**src/rtl/pll_ctrl_seq_if.sv**
```systemverilog
// Normal-mode control bundle of the main PLL: host requests and configuration in,
// PLL control levels and sequencer status out.
interface pll_ctrl_seq_if;
    logic       i_start;
    logic       i_stop;
    logic [5:0] i_cfg_p;
    logic [9:0] i_cfg_m;
    logic [2:0] i_cfg_s;
    logic [1:0] i_cfg_icp;
    logic       i_cfg_bypass;
    logic       i_lock;
    logic [4:0] i_afc_code;
    logic [5:0] o_norm_p;
    logic [9:0] o_norm_m;
    logic [2:0] o_norm_s;
    logic [1:0] o_norm_icp;
    logic       o_norm_resetb;
    logic       o_norm_lock_en;
    logic       o_norm_bypass;
    logic       o_norm_fout_mask;
    logic       o_busy;
    logic       o_locked;
    logic       o_fail;
    logic       o_lock_lost;
    logic [4:0] o_afc_cap;
    logic [1:0] o_attempt;

    modport master (
        output i_start, i_stop, i_cfg_p, i_cfg_m, i_cfg_s, i_cfg_icp, i_cfg_bypass,
               i_lock, i_afc_code,
        input  o_norm_p, o_norm_m, o_norm_s, o_norm_icp, o_norm_resetb, o_norm_lock_en,
               o_norm_bypass, o_norm_fout_mask, o_busy, o_locked, o_fail, o_lock_lost,
               o_afc_cap, o_attempt
    );

    modport slave (
        input  i_start, i_stop, i_cfg_p, i_cfg_m, i_cfg_s, i_cfg_icp, i_cfg_bypass,
               i_lock, i_afc_code,
        output o_norm_p, o_norm_m, o_norm_s, o_norm_icp, o_norm_resetb, o_norm_lock_en,
               o_norm_bypass, o_norm_fout_mask, o_busy, o_locked, o_fail, o_lock_lost,
               o_afc_cap, o_attempt
    );
endinterface

```
**src/rtl/pll_ctrl_seq.sv**
```systemverilog
// Main PLL bring-up and lock supervision: resets the PLL, qualifies its lock output,
// retries on timeout, recovers from lock loss and reports status.
module pll_ctrl_seq #(
    parameter int RESET_CYC    = 16,
    parameter int LOCK_TIMEOUT = 4096,
    parameter int LOCK_STABLE  = 8,
    parameter int RETRY_MAX    = 3,
    parameter int CNT_W        = 16
) (
    input logic           i_clk,
    input logic           i_rst,
    pll_ctrl_seq_if.slave bus
);
    typedef enum logic [2:0] {
        S_IDLE, S_RESET, S_WAIT_LOCK, S_LOCKED, S_FAIL, S_BYPASS
    } state_t;

    state_t           state, state_nxt;
    logic [CNT_W-1:0] cnt;
    logic [CNT_W-1:0] stab;
    logic             sync_1, lock_s;
    logic             in_lock_win, start_ok, accept, timeout, qual, last_try;
    logic             resetb_nxt, lock_en_nxt, bypass_nxt, mask_nxt;

    assign in_lock_win = (state == S_WAIT_LOCK) || (state == S_LOCKED);
    assign start_ok    = bus.i_start && (state inside {S_IDLE, S_LOCKED, S_FAIL, S_BYPASS});
    assign accept      = start_ok && !bus.i_stop;
    assign timeout     = (cnt == CNT_W'(LOCK_TIMEOUT - 1));
    assign qual        = (stab >= CNT_W'(LOCK_STABLE));
    assign last_try    = (bus.o_attempt == 2'(RETRY_MAX - 1));

    always_ff @(posedge i_clk) begin
        if (i_rst) state <= S_IDLE;
        else       state <= state_nxt;
    end

    // A lock that qualifies on the timeout cycle wins over the timeout.
    always_comb begin
        state_nxt = state;
        if (bus.i_stop) begin
            state_nxt = S_IDLE;
        end else if (start_ok) begin
            state_nxt = bus.i_cfg_bypass ? S_BYPASS : S_RESET;
        end else begin
            case (state)
                S_RESET:     if (cnt == CNT_W'(RESET_CYC - 1)) state_nxt = S_WAIT_LOCK;
                S_WAIT_LOCK: begin
                    if (qual)         state_nxt = S_LOCKED;
                    else if (timeout) state_nxt = last_try ? S_FAIL : S_RESET;
                end
                S_LOCKED:    if (!lock_s) state_nxt = S_RESET;
                default:     ;
            endcase
        end
    end

    // Control levels are decoded from the next state so they register with it.
    always_comb begin
        resetb_nxt  = 1'b0;
        lock_en_nxt = 1'b0;
        bypass_nxt  = 1'b0;
        mask_nxt    = 1'b1;
        case (state_nxt)
            S_WAIT_LOCK: begin resetb_nxt = 1'b1; lock_en_nxt = 1'b1; end
            S_LOCKED:    begin resetb_nxt = 1'b1; lock_en_nxt = 1'b1; mask_nxt = 1'b0; end
            S_BYPASS:    begin bypass_nxt = 1'b1; mask_nxt = 1'b0; end
            default:     ;
        endcase
    end

    always_ff @(posedge i_clk) begin
        if (i_rst) begin
            bus.o_norm_resetb    <= 1'b0;
            bus.o_norm_lock_en   <= 1'b0;
            bus.o_norm_bypass    <= 1'b0;
            bus.o_norm_fout_mask <= 1'b1;
            bus.o_busy           <= 1'b0;
            bus.o_locked         <= 1'b0;
            bus.o_fail           <= 1'b0;
        end else begin
            bus.o_norm_resetb    <= resetb_nxt;
            bus.o_norm_lock_en   <= lock_en_nxt;
            bus.o_norm_bypass    <= bypass_nxt;
            bus.o_norm_fout_mask <= mask_nxt;
            bus.o_busy           <= (state_nxt == S_RESET) || (state_nxt == S_WAIT_LOCK);
            bus.o_locked         <= (state_nxt == S_LOCKED);
            bus.o_fail           <= (state_nxt == S_FAIL);
        end
    end

    // The synchronizer is flushed outside WAIT_LOCK/LOCKED so every attempt
    // qualifies lock only from samples taken with resetb released.
    always_ff @(posedge i_clk) begin
        if (i_rst) begin
            cnt    <= '0;
            stab   <= '0;
            sync_1 <= 1'b0;
            lock_s <= 1'b0;
        end else begin
            if (state_nxt != state)
                cnt <= '0;
            else if (state == S_RESET || state == S_WAIT_LOCK)
                cnt <= cnt + CNT_W'(1);
            if (!in_lock_win) begin
                sync_1 <= 1'b0;
                lock_s <= 1'b0;
            end else begin
                sync_1 <= bus.i_lock;
                lock_s <= sync_1;
            end
            if (!in_lock_win || !lock_s) stab <= '0;
            else if (!qual)              stab <= stab + CNT_W'(1);
        end
    end

    always_ff @(posedge i_clk) begin
        if (i_rst) begin
            bus.o_norm_p    <= '0;
            bus.o_norm_m    <= '0;
            bus.o_norm_s    <= '0;
            bus.o_norm_icp  <= '0;
            bus.o_lock_lost <= 1'b0;
            bus.o_attempt   <= '0;
            bus.o_afc_cap   <= '0;
        end else begin
            if (accept) begin
                bus.o_norm_p    <= bus.i_cfg_p;
                bus.o_norm_m    <= bus.i_cfg_m;
                bus.o_norm_s    <= bus.i_cfg_s;
                bus.o_norm_icp  <= bus.i_cfg_icp;
                bus.o_lock_lost <= 1'b0;
                bus.o_attempt   <= '0;
            end else if (state == S_LOCKED && state_nxt == S_RESET) begin
                bus.o_lock_lost <= 1'b1;
                bus.o_attempt   <= '0;
            end else if (state == S_WAIT_LOCK && state_nxt == S_RESET) begin
                bus.o_attempt   <= bus.o_attempt + 2'd1;
            end
            if (state_nxt == S_LOCKED && state != S_LOCKED)
                bus.o_afc_cap <= bus.i_afc_code;
        end
    end
endmodule

```
**src/flat_wrapper.sv**
```systemverilog
// flat-port wrapper written by rule: the top's interface ports become plain ports
module pll_ctrl_seq_flat 
#(
    parameter int RESET_CYC    = 16,
    parameter int LOCK_TIMEOUT = 4096,
    parameter int LOCK_STABLE  = 8,
    parameter int RETRY_MAX    = 3,
    parameter int CNT_W        = 16
)
  (i_clk, i_rst, bus_i_start, bus_i_stop, bus_i_cfg_p, bus_i_cfg_m, bus_i_cfg_s, bus_i_cfg_icp, bus_i_cfg_bypass, bus_i_lock, bus_i_afc_code, bus_o_norm_p, bus_o_norm_m, bus_o_norm_s, bus_o_norm_icp, bus_o_norm_resetb, bus_o_norm_lock_en, bus_o_norm_bypass, bus_o_norm_fout_mask, bus_o_busy, bus_o_locked, bus_o_fail, bus_o_lock_lost, bus_o_afc_cap, bus_o_attempt);
  pll_ctrl_seq_if bus_i ();
  input logic i_clk;
  input logic i_rst;
  input wire logic [$bits(bus_i.i_start)-1:0] bus_i_start;
  input wire logic [$bits(bus_i.i_stop)-1:0] bus_i_stop;
  input wire logic [$bits(bus_i.i_cfg_p)-1:0] bus_i_cfg_p;
  input wire logic [$bits(bus_i.i_cfg_m)-1:0] bus_i_cfg_m;
  input wire logic [$bits(bus_i.i_cfg_s)-1:0] bus_i_cfg_s;
  input wire logic [$bits(bus_i.i_cfg_icp)-1:0] bus_i_cfg_icp;
  input wire logic [$bits(bus_i.i_cfg_bypass)-1:0] bus_i_cfg_bypass;
  input wire logic [$bits(bus_i.i_lock)-1:0] bus_i_lock;
  input wire logic [$bits(bus_i.i_afc_code)-1:0] bus_i_afc_code;
  output wire logic [$bits(bus_i.o_norm_p)-1:0] bus_o_norm_p;
  output wire logic [$bits(bus_i.o_norm_m)-1:0] bus_o_norm_m;
  output wire logic [$bits(bus_i.o_norm_s)-1:0] bus_o_norm_s;
  output wire logic [$bits(bus_i.o_norm_icp)-1:0] bus_o_norm_icp;
  output wire logic [$bits(bus_i.o_norm_resetb)-1:0] bus_o_norm_resetb;
  output wire logic [$bits(bus_i.o_norm_lock_en)-1:0] bus_o_norm_lock_en;
  output wire logic [$bits(bus_i.o_norm_bypass)-1:0] bus_o_norm_bypass;
  output wire logic [$bits(bus_i.o_norm_fout_mask)-1:0] bus_o_norm_fout_mask;
  output wire logic [$bits(bus_i.o_busy)-1:0] bus_o_busy;
  output wire logic [$bits(bus_i.o_locked)-1:0] bus_o_locked;
  output wire logic [$bits(bus_i.o_fail)-1:0] bus_o_fail;
  output wire logic [$bits(bus_i.o_lock_lost)-1:0] bus_o_lock_lost;
  output wire logic [$bits(bus_i.o_afc_cap)-1:0] bus_o_afc_cap;
  output wire logic [$bits(bus_i.o_attempt)-1:0] bus_o_attempt;
  assign bus_i.i_start = bus_i_start;
  assign bus_i.i_stop = bus_i_stop;
  assign bus_i.i_cfg_p = bus_i_cfg_p;
  assign bus_i.i_cfg_m = bus_i_cfg_m;
  assign bus_i.i_cfg_s = bus_i_cfg_s;
  assign bus_i.i_cfg_icp = bus_i_cfg_icp;
  assign bus_i.i_cfg_bypass = bus_i_cfg_bypass;
  assign bus_i.i_lock = bus_i_lock;
  assign bus_i.i_afc_code = bus_i_afc_code;
  assign bus_o_norm_p = bus_i.o_norm_p;
  assign bus_o_norm_m = bus_i.o_norm_m;
  assign bus_o_norm_s = bus_i.o_norm_s;
  assign bus_o_norm_icp = bus_i.o_norm_icp;
  assign bus_o_norm_resetb = bus_i.o_norm_resetb;
  assign bus_o_norm_lock_en = bus_i.o_norm_lock_en;
  assign bus_o_norm_bypass = bus_i.o_norm_bypass;
  assign bus_o_norm_fout_mask = bus_i.o_norm_fout_mask;
  assign bus_o_busy = bus_i.o_busy;
  assign bus_o_locked = bus_i.o_locked;
  assign bus_o_fail = bus_i.o_fail;
  assign bus_o_lock_lost = bus_i.o_lock_lost;
  assign bus_o_afc_cap = bus_i.o_afc_cap;
  assign bus_o_attempt = bus_i.o_attempt;
  pll_ctrl_seq #(.RESET_CYC(RESET_CYC), .LOCK_TIMEOUT(LOCK_TIMEOUT), .LOCK_STABLE(LOCK_STABLE), .RETRY_MAX(RETRY_MAX), .CNT_W(CNT_W)) u_core (.i_clk(i_clk), .i_rst(i_rst), .bus(bus_i));
endmodule
```
**config.mk**
```make
export PLATFORM = sky130hd
export DESIGN_NAME = pll_ctrl_seq_flat
export DESIGN_NICKNAME = d
export VERILOG_FILES = /design/src/rtl/pll_ctrl_seq_if.sv /design/src/rtl/pll_ctrl_seq.sv /design/src/flat_wrapper.sv
export SDC_FILE = /design/constraint.sdc
export NUM_CORES = 1
export LEC_CHECK = 0
export CORE_MARGIN = 5
export CORE_UTILIZATION = 45
export DETAILED_ROUTE_END_ITERATION = 8
export HOLD_SLACK_MARGIN = 0.05
export PLACE_DENSITY = 0.77
export SYNTH_ARGS = -nofsm -noshare
export SYNTH_HDL_FRONTEND = slang
export SYNTH_SLANG_ARGS = --single-unit
```
**constraint.sdc**
```tcl
create_clock -name i_clk -period 4.2 [get_ports i_clk]
set_input_delay 0.84 -clock i_clk [delete_from_list [all_inputs] [get_ports i_clk]]
set_output_delay 0.84 -clock i_clk [all_outputs]
set_load 0.02 [all_outputs]
```
* Word level (Yosys, flattened, before mapping) *
Cells that the tools add are included.

word-level totals
  latch bits = 0
  RAM bits = 0
  register bits = 72
  input bits = 32
  memories = 0
  bits in read-only memories = 0
  output and inout port bits = 36

cells by class
  multipliers = 0
  muxes and demuxes = 12
  add/sub/neg operators = 3
  bitwise logic cells = 1
  div/mod/pow operators = 0
  shift operators = 0
  equal/unequal tests = 15
  order comparisons = 1
  reductions and logical operators = 21

operators by type and width
  cell                                                                count
  adder 16 x 1 -> 16 bit, second input constant                       2
  two-way mux 3 bit                                                   8
  == test 16 x 12 -> 1 bit, second input constant                     1
  == test 16 x 4 -> 1 bit, second input constant                      1
  greater-or-equal comparator 16 x 4 -> 1 bit, second input constant  1
  == test 3 x 2 -> 1 bit, second input constant                       4
  == test 3 bit, second input constant                                4
  OR reduction 2 bit                                                  6
  one-hot mux 3 bit (3 select lines)                                  1
  == test 3 x 1 -> 1 bit, second input constant                       2
  logical AND 1 bit                                                   5
  logical OR 1 bit                                                    4
  nonzero test 4 bit                                                  1
  logical NOT 1 bit                                                   3
  logical NOT 3 bit                                                   1
  two-way mux 1 bit                                                   3
  inequality test 3 x 2 -> 1 bit, second input constant               1
  inequality test 3 bit                                               1
  OR reduction 3 bit                                                  1
  adder 2 x 1 -> 2 bit, second input constant                         1
  == test 2 bit, second input constant                                1
  inverter 1 bit                                                      1

* Logic depth before layout (Yosys ltp) *
  word-level depth = 10
  gate-level depth with buffers = 8

* Worst setup path after synthesis *
OpenSTA, ideal clock, no wires.

  path kind = register to register
  start point = register u_core.stab[8]
  end point = register u_core.cnt[0]
  arrival = 2.405 ns
  buffers on the path = 1
  slack = 1.657 ns
  setup time = 0.138 ns
  stages on the path, launching flop included = 8
  cell sequence = dfxtp_1 > or4_4 > nor4_4 > o311ai_1 > o31ai_2 > a2111o_1 > buf_6 > nor3_2

between the ends
  cells in the longest elaborated chain, start to end = 7

RTL lines
  element                                      RTL line             RTL
  start, declared                              pll_ctrl_seq.sv:20   logic [CNT_W-1:0] stab;
  start signal, assigned                       pll_ctrl_seq.sv:112  else if (!qual) stab <= stab + CNT_W'(1);
  greater-or-equal comparator 16 x 4 -> 1 bit  pll_ctrl_seq.sv:29   assign qual = (stab >= CNT_W'(LOCK_STABLE));
  two-way mux 3 bit                            pll_ctrl_seq.sv:48   if (qual) state_nxt = S_LOCKED;
  one-hot mux 3 bit (3 select lines)           pll_ctrl_seq.sv:45   case (state)
  two-way mux 3 bit                            pll_ctrl_seq.sv:42   end else if (start_ok) begin
  two-way mux 3 bit                            pll_ctrl_seq.sv:40   if (bus.i_stop) begin
  inequality test 3 bit                        pll_ctrl_seq.sv:100  if (state_nxt != state)
  OR reduction 2 bit (no source line)          -
  end signal, assigned                         pll_ctrl_seq.sv:103  cnt <= cnt + CNT_W'(1);
  end, declared                                pll_ctrl_seq.sv:19   logic [CNT_W-1:0] cnt;

Every way passes these cells.
A chain may end at the register's enable or synchronous reset.

* Worst setup path after layout *
  start point = register u_core.stab[4]
  end point = register u_core.cnt[3]

The elaborated chain is that of the path after synthesis.

==> metrics.md <==
| Metric | Value |
|---|---|
| Die width | `90.9 um` |
| Std cell rows | `29` |
| Syn nets | `361` |
| Final Non-Filler Cells | `471` |
| Crit path buffers/inverters | `0` |
| Seq cells post-synth | `72` |
| N_diodes | `0` |
| Post-route ant nets | `0` |
| Nets | `425` |
| Fin Setup TNS | `0 ns` |
| Crit end category | `flop` |
| DR vias | `2,427` |
| CP top delay family | `compound AO/OA/AOI/OAI gates` |
| Clock buffer count from CTS | `9` |
| CTS root buffer | `clkbuf_8` |
| Crit-path max FO | `16` |
| Post_cts resized | `0` |
| Grt ovf | `0` |
| Main synth FF type | `dfxtp_1` |
| Pre-CTS WS | `1.11 ns` |
| Status | `finished clean` |
| Cell variety after synth | `44` |
| Layout Area Growth over Synthesis | `32.0%` |
| Max IR drop VDD | `216 uV` |
| Reg2reg start | `u_core.stab[4]$_SDFFE_PP0N_` |
| Post-CTS setup buffers | `0` |
| Worst slew margin | `0.406` |
| Max Cap Viol | `0` |
| DRC | `0` |
| Core Footprint | `6350 um2` |
| Reg power frac | `0.484` |
| Total power | `1.46 mW` |
| Leading area contributor after synthesis | `dfxtp_1` |
| Hold slack | `0.431 ns` |
| Share of flip-flops with an asynchronous set or reset | `0` |
| Post-route cell area | `3880 um2` |
| Worst path arrival time | `3.27 ns` |
| Cells after Synth | `325` |
| RSZ-0062 raised after global routing | `false` |
| R2R cell count | `6` |
| Worst setup SP type | `flop` |
| GRT Resource Usage Total | `0.155` |
| Crit path from | `u_core.stab[4]$_SDFFE_PP0N_` |
| Placer Congestion | `0.827` |
| Final Hold Viols | `0` |
| Worst r2r dst | `u_core.cnt[3]$_SDFFE_PP0P_` |
| CP max-delay cell | `a2111o_1` |
| Worst setup margin | `1.13 ns` |
| Final Cycle Share | `0.731` |
| WP data required | `4.40 ns` |
| Synth area leaders | `dfxtp_1 49%, nand2_1 7.3%, a21oi_1 3.6%` |
| Worst Clk Skew | `0.00980 ns` |
| Net Switching | `0.357 mW` |
| Worst-path clk slew | `0.08 ns` |
| Clock sinks | `72` |
| Final slew viol count | `0` |
| Worst setup path category | `flop to flop` |
| CP cell instances | `or4_1 > nor4_4 > o311ai_1 > o31ai_2 > a2111o_1 > nor3_1` |
| Post-DP HPWL | `4500 um` |
| Net Sw Frac | `0.244` |
| Share of layout cells above drive strength 1 | `0.0863` |
| Die height | `90.9 um` |
| Initial antenna violation count | `0` |
| Vias per cell | `5.15` |
| Post-route minimum period | `3.07 ns` |
| Internal power | `1.10 mW` |
| DR WL/cell | `13.5 um` |
| TritonCTS clock tree | `yes` |
| Clock Tree Buf Depth | `2` |
| Logic gate share of total power | `0.098` |
| Worst hold path class | `flop to flop` |
| R2R Setup Slk | `1.13 ns` |
| Critical Path End | `u_core.cnt[3]$_SDFFE_PP0P_` |
| Static Leak | `1.46 nW` |
| Pin slew with the least headroom to its limit | `0.879 ns` |
| Die area | `8260 um2` |
| Avg Cell Area, Syn | `9.05 um2` |
| CP Depth | `6` |
| Power per cell area | `376 nW/um2` |
| First-pass GRT wire length | `10,600 um` |
| Critical path's largest stage delay | `0.69 ns` |
| Vias in the first global route | `2,263` |
| # setup viols final | `0` |
| Cell Area, Placed | `3660 um2` |
| Final wirelength | `6340 um` |
| Iter 0 DRT Violations | `113` |
| Post-synth top area share | `0.490` |
| FMAX | `326 MHz` |
| Starting density of the core | `0.463` |
| Mapped Area | `2940 um2` |
| Largest net degree at the start of global routing | `34` |
| Ports | `68` |
| Post-CTS Hold Buffers | `0` |
| Post-Place Cells | `455` |
| Clk Latency, worst-skew pair | `0.35 ns` |
| EDFF count, synth | `0` |
| Port bufs | `67` |
| Fin util | `0.612` |
| Seq/Total Area, Yosys | `0.490` |
| Pre-antenna DRT Iters | `4` |
| H-tree levels | `3` |
| Clock network fraction of total power | `0.418` |
| Synth warnings | `0` |
layout by cell type, fill, tap and decap left out, types with 2 or more instances in the layout:
| master | n |
|---|---|
| nor4_1 | 4 |
| o21a_1 | 2 |
| clkinv_4 | 2 |
| nor2b_1 | 3 |
| nand3_1 | 9 |
| and4_1 | 2 |
| nand4bb_1 | 2 |
| dfxtp_1 | 72 |
| nor3_1 | 10 |
| bufinv_16 | 2 |
| nor3_2 | 10 |
| mux2i_1 | 9 |
| a31oi_1 | 2 |
| buf_4 | 3 |
| nor2_1 | 24 |
| or4_1 | 3 |
| nand2_1 | 57 |
| or2_2 | 2 |
| ha_1 | 4 |
| nand2b_1 | 4 |
| a21oi_1 | 21 |
| inv_6 | 2 |
| clkdlybuf4s50_1 | 67 |
| and3_1 | 14 |
| inv_1 | 8 |
| nand4_1 | 5 |
| xor2_1 | 11 |
| nor3b_1 | 2 |
| and2_1 | 4 |
| clkbuf_8 | 9 |
| xnor2_1 | 9 |
worst min path at each step:
| stage | start | to | slack [ns] | cells after the start |
|---|---|---|---|---|
| detailed placement | u_core.sync_1$_SDFF_PP0_ | u_core.lock_s$_SDFF_PP0_ | 0.41 | 1 |
| global route | u_core.sync_1$_SDFF_PP0_ | u_core.lock_s$_SDFF_PP0_ | 0.46 | 1 |
| global placement | u_core.sync_1$_SDFF_PP0_ | u_core.lock_s$_SDFF_PP0_ | 0.41 | 1 |
| floorplan | u_core.sync_1$_SDFF_PP0_ | u_core.lock_s$_SDFF_PP0_ | 0.41 | 1 |
| CTS | u_core.sync_1$_SDFF_PP0_ | u_core.lock_s$_SDFF_PP0_ | 0.44 | 1 |
| finish | u_core.sync_1$_SDFF_PP0_ | u_core.lock_s$_SDFF_PP0_ | 0.43 | 1 |
routing by layer:
layer  wire length [um]  vias to the layer above  global-route usage
met4                 59                        0              0.0513
met2               2770                       78               0.235
met3                506                        6              0.0550
met5                  0                        -                   0
li1                   -                     1242                   -
met1               3000                     1101               0.206
Yosys cell counts (all sizes together) (5+ instances only):
master and count:
a21oi 21, and3 14, clkbuf 14, dfxtp 72
inv 8, mux2i 9, nand2 57, nand3 9
nand4 5, nor2 24, nor3 20, nor4 5
xnor2 9, xor2 11
sequential cells by signal (all words and copies together) (netlist names):
register,cells
u_core.state,3
u_core.lock_s,1
u_core.bus.o_norm_p,6
u_core.bus.o_attempt,2
u_core.bus.o_busy,1
u_core.bus.o_lock_lost,1
u_core.bus.o_norm_m,10
u_core.bus.o_norm_resetb,1
u_core.sync_1,1
u_core.stab,16
u_core.bus.o_locked,1
u_core.cnt,16
u_core.bus.o_afc_cap,5
u_core.bus.o_norm_fout_mask,1
u_core.bus.o_norm_bypass,1
u_core.bus.o_norm_s,3
u_core.bus.o_norm_icp,2
u_core.bus.o_fail,1
kinds of logic (layout without fill, tap and decap cells):
group                    Yosys count  after routing  synth area share
AO/OA/AOI/OAI                     34             34            0.0731
XOR/XNOR                          20             20            0.0595
adder cells (fa/ha/maj)            4              4            0.0170
buffers and inverters             25             94            0.0357
flip-flops                        72             72             0.490
multiplexers                       9              9            0.0306
AND/OR/NAND/NOR                  161            161             0.294
layout make-up:
class	instances	area [um2]
Fill cell	544	2470
Sequential cell	72	1440
Multi-Input combinational cell	228	1400
Clock buffer	9	124
Tap cell	77	96.3
Timing Repair Buffer	70	693
Inverter	8	30.0
Clock inverter	7	103
power by group through the flow:
stage                     registers (mW)  logic (mW)  clock network, mW
final                              0.707       0.143              0.611
after global routing               0.709       0.157              0.655
after CTS                          0.707       0.145              0.624
after detailed placement           0.723       0.144                  0
after global placement             0.722       0.142                  0
after floorplan                    0.733      0.0660                  0
Power figures use the tool's default switching activity.
